[config.mk]
export PLATFORM = sky130hd
export DESIGN_NAME = reconfig_div_seq
export DESIGN_NICKNAME = d
export VERILOG_FILES = /design/src/rtl/reconfig_pkg.sv /design/src/rtl/reconfig_div_step.sv /design/src/rtl/reconfig_div_seq.sv
export SDC_FILE = /design/constraint.sdc
export NUM_CORES = 1
export LEC_CHECK = 0
export CORE_ASPECT_RATIO = 0.5
export CORE_MARGIN = 2
export CORE_UTILIZATION = 55
export CTS_CLUSTER_DIAMETER = 150
export DETAILED_ROUTE_END_ITERATION = 8
export GPL_ROUTABILITY_DRIVEN = 0
export PLACE_DENSITY = 0.83
export SLEW_MARGIN = 10
export SYNTH_ARGS = -nofsm -noshare
export SYNTH_HDL_FRONTEND = slang
export SYNTH_SLANG_ARGS = --single-unit
[constraint.sdc]
create_clock -name clk -period 7.4 [get_ports clk]
set_input_delay 2.22 -clock clk [delete_from_list [all_inputs] [get_ports clk]]
set_output_delay 2.22 -clock clk [all_outputs]
set_load 0.01 [all_outputs]
[src/rtl/reconfig_pkg.sv]
// Shared constants and FSM state type for the reconfigurable multiplier/divider pair.
package reconfig_pkg;

  typedef enum logic [1:0] {
    IDLE = 2'd0,
    CALC = 2'd1,
    DONE = 2'd2
  } state_e;

  localparam int unsigned DEF_WIDTH = 32;
  localparam int unsigned DEF_K1    = 3;
  localparam int unsigned DEF_K0    = 5;

endpackage

[src/rtl/reconfig_div_step.sv]
// One restoring-division step: shift in a dividend bit, subtract the divisor if it fits.
// Assumes rem_in < d, so the trial value never exceeds 2*d-1.
module reconfig_div_step #(
  parameter int unsigned WIDTH = 32
) (
  input  logic [WIDTH-1:0] rem_in,
  input  logic             dvd_bit,
  input  logic [WIDTH-1:0] d,
  output logic [WIDTH-1:0] rem_out,
  output logic             q_bit
);

  logic [WIDTH:0] trial;
  logic [WIDTH:0] diff;

  always_comb begin
    trial   = {rem_in, dvd_bit};
    diff    = trial - {1'b0, d};
    // A borrow out of the top bit means trial < d.
    q_bit   = ~diff[WIDTH];
    rem_out = q_bit ? diff[WIDTH-1:0] : trial[WIDTH-1:0];
  end

endmodule

[src/rtl/reconfig_div_seq.sv]
// Iterative restoring divider recovering x from y = x*K1 or x*K0, one quotient bit per clock.
// Optional RECONFIG_DIV_ROUND_EN: round the quotient half-up (saturating); remainder stays truncated.
module reconfig_div_seq
  import reconfig_pkg::*;
#(
  parameter int unsigned       WIDTH = DEF_WIDTH,
  parameter logic [WIDTH-1:0]  K1    = WIDTH'(DEF_K1),
  parameter logic [WIDTH-1:0]  K0    = WIDTH'(DEF_K0)
) (
  input  logic             clk,
  input  logic             rst,
  input  logic             in_valid,
  output logic             in_ready,
  input  logic [WIDTH-1:0] y,
  input  logic             s,
  output logic             out_valid,
  input  logic             out_ready,
  output logic [WIDTH-1:0] q,
  output logic [WIDTH-1:0] r,
  output logic             exact
);

  localparam int unsigned CW = (WIDTH > 1) ? $clog2(WIDTH) : 1;

  if (K0 == '0 || K1 == '0) begin : g_bad_divisor
    $error("reconfig_div_seq: K0 and K1 must both be nonzero");
  end

  state_e           state_q, state_d;
  logic [CW-1:0]    cnt_q,   cnt_d;
  logic [WIDTH-1:0] dvd_q,   dvd_d;
  logic [WIDTH-1:0] d_q,     d_d;
  logic [WIDTH-1:0] rem_q,   rem_d;
  logic [WIDTH-1:0] quo_q,   quo_d;
  logic             rdy_q,   rdy_d;

  logic [WIDTH-1:0] step_rem;
  logic             step_qbit;

  reconfig_div_step #(.WIDTH(WIDTH)) u_step (
    .rem_in  (rem_q),
    .dvd_bit (dvd_q[cnt_q]),
    .d       (d_q),
    .rem_out (step_rem),
    .q_bit   (step_qbit)
  );

  // rdy_q keeps in_ready low until the first edge after reset release.
  assign in_ready  = (state_q == IDLE) && rdy_q;
  assign out_valid = (state_q == DONE);
  assign q         = out_valid ? quo_q : '0;
  assign r         = out_valid ? rem_q : '0;
  assign exact     = out_valid && (rem_q == '0);

  always_comb begin
    state_d = state_q;
    cnt_d   = cnt_q;
    dvd_d   = dvd_q;
    d_d     = d_q;
    rem_d   = rem_q;
    quo_d   = quo_q;
    rdy_d   = 1'b1;

    unique case (state_q)
      IDLE: begin
        if (in_valid && in_ready) begin
          dvd_d   = y;
          d_d     = s ? K1 : K0;
          rem_d   = '0;
          quo_d   = '0;
          cnt_d   = CW'(WIDTH - 1);
          state_d = CALC;
        end
      end
      CALC: begin
        rem_d = step_rem;
        quo_d = {quo_q[WIDTH-2:0], step_qbit};
        cnt_d = cnt_q - 1'b1;
        if (cnt_q == '0) begin
          state_d = DONE;
`ifdef RECONFIG_DIV_ROUND_EN
          if (({step_rem, 1'b0} >= {1'b0, d_q}) && (quo_d != '1)) begin
            quo_d = quo_d + WIDTH'(1);
          end
`endif
        end
      end
      DONE: begin
        if (out_ready) begin
          state_d = IDLE;
        end
      end
      default: state_d = IDLE;
    endcase
  end

  always_ff @(posedge clk or posedge rst) begin
    if (rst) begin
      state_q <= IDLE;
      cnt_q   <= '0;
      dvd_q   <= '0;
      d_q     <= '0;
      rem_q   <= '0;
      quo_q   <= '0;
      rdy_q   <= 1'b0;
    end else begin
      state_q <= state_d;
      cnt_q   <= cnt_d;
      dvd_q   <= dvd_d;
      d_q     <= d_d;
      rem_q   <= rem_d;
      quo_q   <= quo_d;
      rdy_q   <= rdy_d;
    end
  end

endmodule

== Word-level counts from Yosys, hierarchy flattened ==
Cells that the tools add are included.
Cells by class
  $add $sub $neg: 2
  magnitude comparators: 1
  equal/unequal tests: 5
  mux-type cells: 15
  bitwise gates (word level): 1
  reduce and logical (&&, ||, !) cells: 10
Operator list (number)
  $mux 32: 4
  $pmux 32 s2: 2
  $sub 33x32->33: 1
  $logic_not 32->1: 1
  $pmux 5 s2: 1
  $lt 5x6->1 const B: 1
  $mux 2: 3
  $pmux 2 s3: 1
  $bmux 1 s5: 1
  $logic_not 5->1: 1
  $mux 5: 1
  $sub 5x1->5 const B: 1
  $ne 2x1->1 const B: 2
  $reduce_and 2->1: 2
  $logic_and 1x1->1: 3
  $mux 3: 1
  $reduce_and 3->1: 1
  $eq 2x1->1 const B: 1
  $eq 2x2->1 const B: 1
  $logic_not 2->1: 1
  $ne 2x2->1 const B: 1
  $reduce_bool 2->1: 1
  $mux 1: 1
  $not 1->1: 1
Word-level totals
  flip-flop bits (word level): 136
  input bits: 37
  output and inout port bits: 67
  word-level logic and storage cells: 41

== Depth between registers and ports, before layout ==
Gate-level depths: netlist of run 1.
  depth in word-level cells: 5
  depth in mapped cells: 14

== By module ==
From an unflattened synthesis of run 1, not the netlist that was laid out.
Unflattened totals
  cell total of the unflattened synthesis: 893
  area, all modules: 7404.6 um2
Modules (own cells, without submodules)
  reconfig_div_seq: times used 1, cells an instance 588, area each 5046.1 um2
  reconfig_div_step: times used 1, cells an instance 305, area each 2358.5 um2

== Worst setup path before layout of run 1 ==
No wires, ideal clock.
  path type: reg-to-output
  start: reg rem_q[9]
  end: out exact
  arrival time: 2.301 ns
  required time: 5.180 ns
  path slack: 2.879 ns
  cell stages (with the launch flop): 7
  buffers on the path: 1
  cells stage by stage: dfrtp_1 > buf_6 > or4_4 > nor4_1 > nand3_1 > or3_1 > nor2_1
On the way
  longest elaborated chain between the ends: 2
RTL lines
  start, declared: line reconfig_div_seq.sv:33  | logic [WIDTH-1:0] rem_q, rem_d;
  start signal, assigned: line reconfig_div_seq.sv:111  | rem_q <= rem_d;
  $logic_not 32->1: line reconfig_div_seq.sv:53  | assign exact = out_valid && (rem_q == '0);
  $logic_and 1x1->1: line reconfig_div_seq.sv:53
  end, declared: line reconfig_div_seq.sv:20  | output logic exact
No other way between the ends.

== Worst setup path in the final report of run 1 ==
Ends and elaborated chain as after synthesis.

==> Implementation_results.wiki, run 1 <==
{| class="wikitable"
! Metric !! Value
|-
| Slew at the pin closest to its max-slew limit || roughly 1.1 ns
|-
| TritonCTS clock tree || yes
|-
| Number of enable-type register cells in the synthesized netlist || 0
|-
| Number of ports placed on the die boundary || 104
|-
| Final critical delay including setup and external delays || a little under 6 ns
|-
| Total iterations of the first detailed-routing run || 5
|-
| Number of distinct library cells after synthesis || 60
|-
| Wire length per cell after detailed routing || 16.7 microns
|-
| Number of hold violations in the final report || 0
|-
| Vias in the first global route || 4,112
|-
| Nets || approximately 660
|-
| Maximum clock frequency || 173 MHz
|-
| Synthesized flop and latch total || between 100 and 150
|-
| Number of vias in the routed layout || 4,502
|-
| Result of the run || complete, no violations
|-
| Leak Pwr || 0.00285 uW
|-
| Growth of design area from synthesis to finish || 24.9%
|-
| Reg-to-Reg End || rem_q[11]
|-
| Hold buffer count at CTS || 0
|-
| Internal Power || 1490 uW
|-
| P per Cell Area || 333 nW/um^2
|-
| Final setup slack of the worst path || 1.61 ns
|-
| Synth Flop Type || sky130_fd_sc_hd__dfrtp_1
|-
| Launch point of the critical path || rem_q[9]
|-
| Number of design-rule violations left by the first detailed-router iteration || 442
|-
| Worst R2R Path Depth || 12
|-
| Area of the die || 11,200 sq um
|-
| Clock-pin slew on the worst setup and hold paths || 0.08 ns
|-
| Final cycle utilization of the critical path || 78.2%
|-
| Worst IR drop on VDD || 0.165 mV
|-
| Start point of the worst min-delay path || d_q[0]
|-
| Sort of element at the end of the critical path || output port
|-
| CTS Buf Count || 9
|-
| H-tree lvl count || 3
|-
| Final WL || 12.6 mm
|-
| Global-route total usage across every layer || a little under a quarter
|-
| Antenna fix cells || 0
|-
| Effective utilization at floorplan || 56.0%
|-
| Cells after synthesis || 535
|-
| Clock tree root buffer cell || sky130_fd_sc_hd__clkbuf_16
|-
| Later-pin clock latency in the skew report || 0.35 ns
|-
| Fraction of power consumed by the clock network || 20.9%
|-
| Part of the total power dissipated in sequential elements || 44.6%
|-
| Resized Gates After CTS || 0
|-
| Post-Place Setup Slack || 2.04 ns
|-
| Number of pins exceeding their max-slew limit in the final report || 0
|-
| Unrepaired setup endpoints after global routing || false
|-
| Syn avg cell area || around 11 sq um
|-
| Register area || 2680 sq um
|-
| Worst flop-to-flop path startpoint || cnt_q[1]
|-
| Final Util || 69.9%
|-
| Net switching power of the design || a little under 900 uW
|-
| Syn nets || 578
|-
| Horizontal die dimension || ~150 microns
|-
| Proportion of synthesized flip-flops having asynchronous set or reset || 100%
|-
| DRC Markers || 0
|-
| Tightest slew margin relative to the limit || 26.9%
|-
| Worst path required time || 5.18 ns
|-
| Nature of the critical path startpoint || flip-flop
|-
| Maximum clock insertion buffer count || 2
|-
| Fraction of power consumed by combinational cells || 34.4%
|-
| Top fanout value on the critical path || 8
|-
| Max cap viols || 0
|-
| Initial antenna violation count || 0
|-
| Final setup violation count || 0
|-
| Standard cell core area || roughly 10,000 sq um
|-
| Kind of path behind the tightest hold check || flip-flop to flip-flop
|-
| Vias per std cell || around 6
|-
| Switching part of the total || 37.0%
|-
| Seq/Total Area, Yosys || 47.3%
|-
| # Post-CTS Setup Buffers || 0
|-
| Clk sink count || 107
|-
| Pin count of the biggest net entering global routing || 68
|-
| Wire length of the first global-routing pass || 20.7 mm
|-
| Fin Setup TNS || 0 ns
|-
| Cell Rows || 26
|-
| Count of input and output buffers || 103
|-
| WS Path Type || flip-flop to output port
|-
| Summed instance area of the synthesized netlist || 5670 sq um
|-
| FILL cells || around 780
|-
| Die H || around 76 microns
|-
| Antenna Nets Post-Route || 0
|-
| Proportion of layout cells with a drive suffix above 1 || 12.5%
|-
| Multi-input gate area || 2810 sq um
|-
| Post-route clock skew || 0.00739 ns
|-
| CP arrival || 3.57 ns
|-
| Ys Warns || 0
|-
| End point of the critical path || exact
|-
| Worst R2R Setup Slack || 2.61 ns
|-
| Half-perimeter wire length after placement || around 8.4 mm
|-
| GRT Residual Overflow || 0
|}
[metrics by stage]
| step | total power [uW] | hold slack (ns) | cell area, sq um | std cells |
|---|---|---|---|---|
| after floorplan | 1640 | 0.447 | 5670 | 535 |
| after global placement | 1810 | 0.459 | 6770 | 742 |
| after detailed placement | 1860 | 0.467 | 6770 | 742 |
| after CTS | 2360 | 0.492 | 7080 | 758 |
| after global routing | 2510 | 0.507 | 7080 | 758 |
| final | 2360 | 0.489 | 7080 | 758 |
[worst max-delay path, stage by stage (launching register included)]
cell and delay, ns:
sky130_fd_sc_hd__dfrtp_1 0.46, sky130_fd_sc_hd__or4_4 0.60, sky130_fd_sc_hd__nor4_1 0.70, sky130_fd_sc_hd__nand3_1 0.33, sky130_fd_sc_hd__or3_1 0.42, sky130_fd_sc_hd__nor2_1 0.16
sky130_fd_sc_hd__clkdlybuf4s50_1 0.55
[area by class of cell]
type / instances / area share [%]
Timing Repair Buffer: 108 / 15.1
Clock buffer: 9 / 3.18
Sequential cell: 107 / 37.8
Clock inverter: 7 / 1.20
Multi-Input combinational cell: 378 / 39.7
Tap cell: 140 / 2.48
Inverter: 9 / 0.513
[power groups by stage]
stage	sequential [uW]	clock, uW	combinational, uW
floorplan	947	0	695
global placement	1040	0	771
detailed placement	1060	0	802
CTS	1050	500	812
global route	1090	523	898
finish	1050	494	812
[cells in the final DEF (no fill, tap or decap), drive strengths merged, types with 11 or more instances in the layout]
master,Yosys,final
a22o,32,32
and2,65,65
clkdlybuf4s50,0,103
dfrtp,107,107
inv,9,11
mux2,38,38
nand2,32,32
nand3,22,22
nor2,17,17
nor3,11,11
nor4,11,11
o21ai,19,19
[synth_stat cells, types with 2 or more instances]
master	instances	share of area, %
sky130_fd_sc_hd__a2111oi_0	5	0.77
sky130_fd_sc_hd__mux4_2	6	2.4
sky130_fd_sc_hd__and2_1	65	7.2
sky130_fd_sc_hd__nor2b_1	4	0.44
sky130_fd_sc_hd__o22ai_1	3	0.33
sky130_fd_sc_hd__a311o_1	3	0.53
sky130_fd_sc_hd__a31oi_1	2	0.22
sky130_fd_sc_hd__o211ai_1	7	0.93
sky130_fd_sc_hd__o31ai_1	2	0.26
sky130_fd_sc_hd__xor2_1	7	1.1
sky130_fd_sc_hd__nand2b_1	6	0.66
sky130_fd_sc_hd__nor4_1	11	1.2
sky130_fd_sc_hd__a21oi_1	2	0.18
sky130_fd_sc_hd__buf_1	5	0.33
sky130_fd_sc_hd__clkbuf_1	34	2.3
sky130_fd_sc_hd__nor2_1	17	1.1
sky130_fd_sc_hd__dfrtp_1	107	47
sky130_fd_sc_hd__a22o_1	32	4.9
sky130_fd_sc_hd__a22oi_1	2	0.26
sky130_fd_sc_hd__and3_1	4	0.44
sky130_fd_sc_hd__o311ai_0	4	0.62
sky130_fd_sc_hd__ha_1	5	1.1
sky130_fd_sc_hd__xnor2_1	9	1.4
sky130_fd_sc_hd__or4_4	2	0.40
sky130_fd_sc_hd__o21ai_0	18	1.6
sky130_fd_sc_hd__nand3b_1	3	0.40
sky130_fd_sc_hd__nand4b_1	2	0.31
sky130_fd_sc_hd__or2_2	5	0.55
sky130_fd_sc_hd__a211oi_1	2	0.26
sky130_fd_sc_hd__mux2_2	38	7.6
sky130_fd_sc_hd__a32oi_1	7	1.1
sky130_fd_sc_hd__or3_1	8	0.88
sky130_fd_sc_hd__nor3b_1	2	0.26
sky130_fd_sc_hd__nand3_1	22	1.9
sky130_fd_sc_hd__nand2_1	32	2.1
sky130_fd_sc_hd__or4_1	5	0.66
sky130_fd_sc_hd__a32o_1	4	0.71
sky130_fd_sc_hd__inv_1	9	0.60
sky130_fd_sc_hd__nand4_1	3	0.33
sky130_fd_sc_hd__nor3_1	11	0.97
[per-layer routing]
layer  routed length [microns]  share of wire (%)  up-vias  global-route usage (%)
li1                          -                  -     2128                       -
met1                      5890                 47     2199                    32.9
met2                      5900                 47      162                    38.8
met3                       726                5.7       13                    5.09
met4                       121               0.96        0                    7.05
met5                         0                  0        -                       0
[flip-flops by register name, indices dropped and copies added, names as in the netlist]
register,count
cnt_q,5
d_q,3
dvd_q,32
quo_q,32
rdy_q,1
rem_q,32
state_q,2
[logic make-up (layout without fill, tap and decap cells)]
family / Yosys count / after routing / synth area share (%)
flip-flops: 107 / 107 / 47.3
AO/OA/AOI/OAI: 107 / 107 / 15.1
XOR/XNOR: 16 / 16 / 2.47
AND/OR/NAND/NOR: 203 / 203 / 20.1
multiplexers: 45 / 45 / 10.1
adder cells (fa/ha/maj): 6 / 6 / 1.46
other: 1 / 1 / 0.0662
buffers and inverters: 50 / 133 / 3.47
[worst min path at each step]
stage,end,slack [ns],depth (start not counted)
global route,d_q[0],0.51,1
global placement,d_q[0],0.46,1
finish,d_q[0],0.49,1
detailed placement,d_q[0],0.47,1
floorplan,d_q[0],0.45,1
CTS,d_q[0],0.49,1
Note: power is estimated with default switching activity, not from simulation.
==> run 2, diff against run 1 <==
- CORE_UTILIZATION: 55 -> 53
- PLACE_DENSITY: 0.83 -> 0.81
- clock period: 7.4 -> 6 ns (I/O delays scaled with it)
==> Implementation_results.wiki, run 2 (synthesized netlist as in run 1, its figures left out) <==
{| class="wikitable"
! Metric !! Value
|-
| Result of the run || complete, no violations
|-
| Highest-count cells in the layout ignoring fill and taps || sky130_fd_sc_hd__dfrtp_1, sky130_fd_sc_hd__clkdlybuf4s50_1, sky130_fd_sc_hd__and2_1
|-
| Highest-delay cell along the critical path || sky130_fd_sc_hd__or4_4
|-
| Count of input and output buffers || 103
|-
| Unrepaired setup endpoints after global routing || false
|-
| Post-route clock skew || 0.00906 ns
|-
| Antenna Nets Post-Route || 0
|-
| Met1 Use GR || 34.9%
|-
| Top fanout value on the critical path || 8
|-
| CP Cell Sequence || or4_4 > nor4_1 > buf_4 > nand3_1 > or3_1 > nor2_1 > clkdlybuf4s50_1
|-
| Launch point of the critical path || rem_q[9]
|-
| Max cap viols || 0
|-
| CTS Buf Count || 9
|-
| Later-pin clock latency in the skew report || 0.35 ns
|-
| Number of design-rule violations left by the first detailed-router iteration || 397
|-
| Area post-placement || 6770 sq um
|-
| Resized Gates After CTS || 0
|-
| DRC Markers || 0
|-
| Antenna fix cells || 0
|-
| Final Util || around 69%
|-
| Final critical delay including setup and external delays || 4.89 ns
|-
| Most common cell after layout, fill and taps aside || sky130_fd_sc_hd__dfrtp_1
|-
| Nets || 657
|-
| Total iterations of the first detailed-routing run || 5
|-
| Wire length of the first global-routing pass || 22.4 mm
|-
| Sort of element at the end of the critical path || output port
|-
| Number of vias in the routed layout || 4,571
|-
| Global-route total usage across every layer || 24.3%
|-
| Worst path max stage delay || 0.61 ns
|-
| H-tree lvl count || 3
|-
| Post-Layout Inst Area || 7100 sq um
|-
| Top Family by Delay on Critical Path || simple AND/OR/NAND/NOR gates
|-
| Tightest slew margin relative to the limit || between 20% and 30%
|-
| Growth of design area from synthesis to finish || 25.3%
|-
| Horizontal die dimension || 150 microns
|-
| Hold buffer count at CTS || 0
|-
| Kind of path behind the tightest hold check || flip-flop to flip-flop
|-
| Vias in the first global route || 4,360
|-
| P per Cell Area || 416 nW/um^2
|-
| GRT Residual Overflow || 0
|-
| WS Path Type || flip-flop to output port
|-
| Post-placement cell count || 743
|-
| Slew at the pin closest to its max-slew limit || 1.11 ns
|-
| # Post-CTS Setup Buffers || 0
|-
| Clock tree root buffer cell || sky130_fd_sc_hd__clkbuf_16
|-
| Nature of the critical path startpoint || flip-flop
|-
| Die H || 77.1 microns
|-
| Proportion of layout cells with a drive suffix above 1 || 12.6%
|-
| Clock-pin slew on the worst setup and hold paths || 0.07 ns
|-
| Fin Setup TNS || 0 ns
|-
| Start point of the worst min-delay path || quo_q[31]
|-
| FILL cells || 750
|-
| Area of the die || approximately 12,000 sq um
|-
| Effective utilization at floorplan || 55.0%
|-
| GR met2 Demand/Resource || 37.5%
|-
| Clk sink count || 107
|-
| Wire length per cell after detailed routing || 17.3 microns
|-
| Hold slack || 0.493 ns
|-
| Half-perimeter wire length after placement || roughly 9.0 mm
|-
| Non-Filler Instances || approximately 760
|-
| Initial antenna violation count || 0
|-
| Final cycle utilization of the critical path || 81.5%
|-
| Worst path required time || 4.20 ns
|-
| Pin count of the biggest net entering global routing || 81
|-
| Vias per std cell || 6.02
|-
| Met3 usage || under 10%
|-
| Standard cell core area || 10,300 sq um
|-
| Most Crowded Layer GR || met2
|-
| TritonCTS clock tree || yes
|-
| Leak Pwr || 0.00286 uW
|-
| Final WL || 13.1 mm
|-
| Leading registers by flop count || dvd_q: 32 flops, quo_q: 32 flops, rem_q: 32 flops
|-
| Maximum clock insertion buffer count || 2
|-
| CP arrival || 3.09 ns
|-
| Final setup violation count || 0
|-
| Number of pins exceeding their max-slew limit in the final report || 0
|-
| Worst IR drop on VDD || 0.213 mV
|-
| Maximum clock frequency || 204 MHz
|-
| Number of ports placed on the die boundary || about 100
|-
| Worst flop-to-flop path startpoint || cnt_q[1]
|-
| Number of hold violations in the final report || 0
|-
| Worst path buffer plus inverter count || 2
|-
| Cell Rows || 26
|}
[run 2: changes by cell type in the layout (fill, tap and decap cells not counted), sizes merged]
cell / change
inv: -1
clkinvlp: +1
bufinv: +1
buf: +1
clkinv: -2
clkbuf: +1
[run 2: metrics by stage]
stage                     worst slack, ns  total power, uW
after floorplan                      1.38             2030
after global placement               1.54             2250
after detailed placement             1.40             2310
after CTS                            1.09             2960
after global routing                0.915             3150
final                                1.11             2950
[run 2: layout make-up]
type | instances | area (sq um) | area share [%]
tap | 140 | 175 | 2.47
timing repair buffer | 109 | 1080 | 15.2
inverter | 9 | 36.3 | 0.511
multi-input combinational | 378 | 2810 | 39.6
clock inverter | 6 | 86.3 | 1.22
clock buffer | 10 | 239 | 3.37
sequential | 107 | 2680 | 37.7
[run 2: final timing paths]
check / to / slack, ns / cells after the start
setup / recovery: exact / 1.11 / 7
hold / removal: quo_q[31] / 0.49 / 1
setup reg to reg: rem_q[11] / 1.36 / 12
hold reg to reg: quo_q[31] / 0.49 / 1
max in group asynchronous: rem_q[9] / 3.03 / 3
min in group asynchronous: rem_q[23] / 2.04 / 2
[run 2: routing by layer]
metal | vias up | routed length, microns
li1 | 2132 | -
met1 | 2263 | 6090
met2 | 164 | 6090
met3 | 12 | 816
met4 | 0 | 115
met5 | - | 0
[run 2: worst register-to-register path: stages (launching register included)]
cell and delay [ns]:
sky130_fd_sc_hd__dfrtp_1 0.70, sky130_fd_sc_hd__mux4_2 0.57, sky130_fd_sc_hd__mux2_2 0.29, sky130_fd_sc_hd__a2111oi_0 0.41, sky130_fd_sc_hd__a41o_1 0.18, sky130_fd_sc_hd__ha_1 0.20
sky130_fd_sc_hd__fa_1 0.24, sky130_fd_sc_hd__nand2b_1 0.16, sky130_fd_sc_hd__nand3_1 0.21, sky130_fd_sc_hd__o41a_4 0.54, sky130_fd_sc_hd__a211o_1 0.40, sky130_fd_sc_hd__o311a_1 0.39
sky130_fd_sc_hd__a221o_1 0.25
[run 2: report_power, final]
group,switching (uW),internal [uW]
registers,322,989
clock network,269,377
logic,483,514
total,1070,1880
==> run 3, diff against run 2 <==
- CORE_UTILIZATION: 53 -> 48
- PLACE_DENSITY: 0.81 -> 0.77
- clock period: 6 -> 4.5 ns (I/O delays scaled with it)
==> Implementation_results.wiki, run 3 (synthesized netlist as in run 1, its figures left out) <==
{| class="wikitable"
! Metric !! Value
|-
| WS Path Type || flip-flop to output port
|-
| GRT Residual Overflow || 0
|-
| Post-route clock skew || between 0.008 and 0.009 ns
|-
| Vias in the first global route || 4,351
|-
| Total iterations of the first detailed-routing run || 4
|-
| Wire length per cell after detailed routing || 17.0 microns
|-
| Worst path max stage delay || 0.60 ns
|-
| Vias per std cell || ~5.8
|-
| Hold path depth || 1
|-
| Worst flop-to-flop path startpoint || cnt_q[1]
|-
| Effective utilization at floorplan || 50.4%
|-
| Number of pins exceeding their max-slew limit in the final report || 0
|-
| Leading registers by flop count || dvd_q: 32 flops, quo_q: 32 flops, rem_q: 32 flops
|-
| Fraction of power consumed by the clock network || 19.4%
|-
| Clock tree root buffer cell || sky130_fd_sc_hd__clkbuf_16
|-
| Number of vias in the routed layout || 4,572
|-
| Final WL || between 10 and 15 mm
|-
| TritonCTS clock tree || yes
|-
| Antenna fix cells || 0
|-
| Top fanout value on the critical path || 7
|-
| Switching part of the total || 37.6%
|-
| Worst IR drop on VDD || 0.252 mV
|-
| Horizontal die dimension || 158 microns
|-
| Tightest slew margin relative to the limit || 31.2%
|-
| P per Cell Area || between 500 and 600 nW/um^2
|-
| Non-Filler Instances || 791
|-
| Number of hold violations in the final report || 0
|-
| Register area || between 2000 and 3000 sq um
|-
| FILL cells || 909
|-
| Antenna Nets Post-Route || 0
|-
| Start point of the worst min-delay path || d_q[0]
|-
| Final critical delay including setup and external delays || around 4.3 ns
|-
| Nature of the critical path startpoint || flip-flop
|-
| Post-placement cell count || 772
|-
| Highest-count cells in the layout ignoring fill and taps || sky130_fd_sc_hd__dfrtp_1, sky130_fd_sc_hd__clkdlybuf4s50_1, sky130_fd_sc_hd__and2_1
|-
| Result of the run || complete, no violations
|-
| Sort of element at the end of the critical path || output port
|-
| Clock-pin slew on the worst setup and hold paths || 0.07 ns
|-
| Max cap viols || 0
|-
| Wire length of the first global-routing pass || 22.4 mm
|-
| Maximum clock insertion buffer count || 2
|-
| Kind of path behind the tightest hold check || flip-flop to flip-flop
|-
| Part of the total power dissipated in sequential elements || 44.1%
|-
| Final cycle utilization of the critical path || 96.1%
|-
| Global-route total usage across every layer || 22.4%
|-
| Number of design-rule violations left by the first detailed-router iteration || 426
|-
| Slew at the pin closest to its max-slew limit || 1.03 ns
|-
| Fin Setup TNS || 0 ns
|-
| Power consumption || 3930 uW
|-
| CP arrival || 2.97 ns
|-
| Proportion of layout cells with a drive suffix above 1 || 15.0%
|-
| Pin count of the biggest net entering global routing || 63
|-
| Highest-delay cell along the critical path || sky130_fd_sc_hd__or4_4
|-
| Nets || 670
|-
| Growth of design area from synthesis to finish || 27.2%
|-
| Number of ports placed on the die boundary || 104
|-
| H-tree lvl count || 3
|-
| CP Cell Sequence || or4_4 > nor4_2 > nand3_1 > or3_1 > nor2_1 > clkdlybuf4s50_1
|-
| Worst path required time || between 3 and 4 ns
|-
| Final setup violation count || 0
|-
| Count of input and output buffers || 103
|-
| Die H || a little over 80 microns
|-
| Multi-input gate area || 2820 sq um
|-
| Worst R2R Path Depth || 12
|-
| DRC Markers || 0
|-
| Hold endpoint || d_q[0]
|-
| Cell Rows || 27
|-
| CTS Buf Count || 9
|-
| Standard cell core area || ~11,000 sq um
|-
| Internal Power || 2450 uW
|-
| Initial antenna violation count || 0
|-
| Fraction of power consumed by combinational cells || roughly 37%
|-
| Unrepaired setup endpoints after global routing || false
|-
| Half-perimeter wire length after placement || 9.42 mm
|-
| Net switching power of the design || 1480 uW
|-
| Most common cell after layout, fill and taps aside || sky130_fd_sc_hd__dfrtp_1
|-
| Leak Pwr || 0.00291 uW
|-
| Area of the die || 12,700 sq um
|-
| Maximum clock frequency || roughly 230 MHz
|-
| Worst R2R Setup Slack || around 0.26 ns
|-
| Later-pin clock latency in the skew report || 0.35 ns
|-
| Clk sink count || 107
|-
| Reg-to-Reg End || rem_q[11]
|}
==> run 3: changes by cell type in the layout (fill, tap and decap cells not counted), sizes merged <==
cell	before	now
buf	6	19
bufinv	2	0
clkinvlp	1	0
inv	10	13
==> run 3: layer usage <==
metal  routed length (microns)  share of wire, %  track usage [%]  up-vias
met4                       172               1.3             6.45        0
met3                       689               5.1             5.02       15
met1                      6370                47             31.8     2263
li1                          -                 -                -     2152
met2                      6210                46             34.8      142
met5                         0                 0                0        -
==> run 3: power by group through the flow <==
stage	registers (uW)	logic (uW)	clock network (uW)
final	1730	1430	763
after global routing	1800	1600	828
after CTS	1720	1400	782
after detailed placement	1740	1390	0
after global placement	1720	1320	0
after floorplan	1560	1140	0
==> run 3: area by class of cell <==
cell class / instances / share of cell area (%)
clock buffer: 10 / 3.18
clock inverter: 6 / 0.764
inverter: 9 / 0.503
multi-input combinational: 378 / 39.1
sequential: 107 / 37.2
tap: 159 / 2.76
timing repair buffer: 122 / 16.5
==> run 3: per-stage QoR <==
| step | setup WS, ns | hold WS [ns] | instance area [sq um] | util [%] |
|---|---|---|---|---|
| after floorplan | 0.330 | 0.447 | 5670 | - |
| after global placement | 0.205 | 0.473 | 6870 | 61.1 |
| after detailed placement | 0.00310 | 0.484 | 6870 | 61.1 |
| final | 0.177 | 0.502 | 7210 | 64.1 |
| after CTS | 0.0839 | 0.500 | 7160 | 63.6 |
| after global routing | 0.0576 | 0.524 | 7210 | 64.1 |
==> run 3: worst max-delay path, delay by kind of cell, from the launching register on <==
family        cells  cell delay, ns
simple gates      5            1.60
buf+inv           1            0.56
flops             1            0.46
==> run 3: worst max path at each step <==
stage / end / from / depth (start not counted) / slack (ns)
5_1_grt: rem_q[11] / cnt_q[1] / 12 / 0.06
6_report: exact / rem_q[10] / 6 / 0.18
3_5_place_dp: rem_q[11] / cnt_q[1] / 12 / 0.003
3_3_place_gp: rem_q[11] / cnt_q[1] / 12 / 0.21
4_1_cts: rem_q[11] / cnt_q[1] / 12 / 0.08
2_1_floorplan: cnt_q[0] / rst / 1 / 0.33
==> run 3: repair_timing <==
| action | CTS | global route |
|---|---|---|
| resized for setup | 1 | 5 |
| endpoints found under the setup margin | 1 | 7 |
| pin swaps | 0 | 1 |
| setup buffers | 0 | 3 |
| hold buffers | 0 | 0 |
| gates cloned | 0 | 0 |
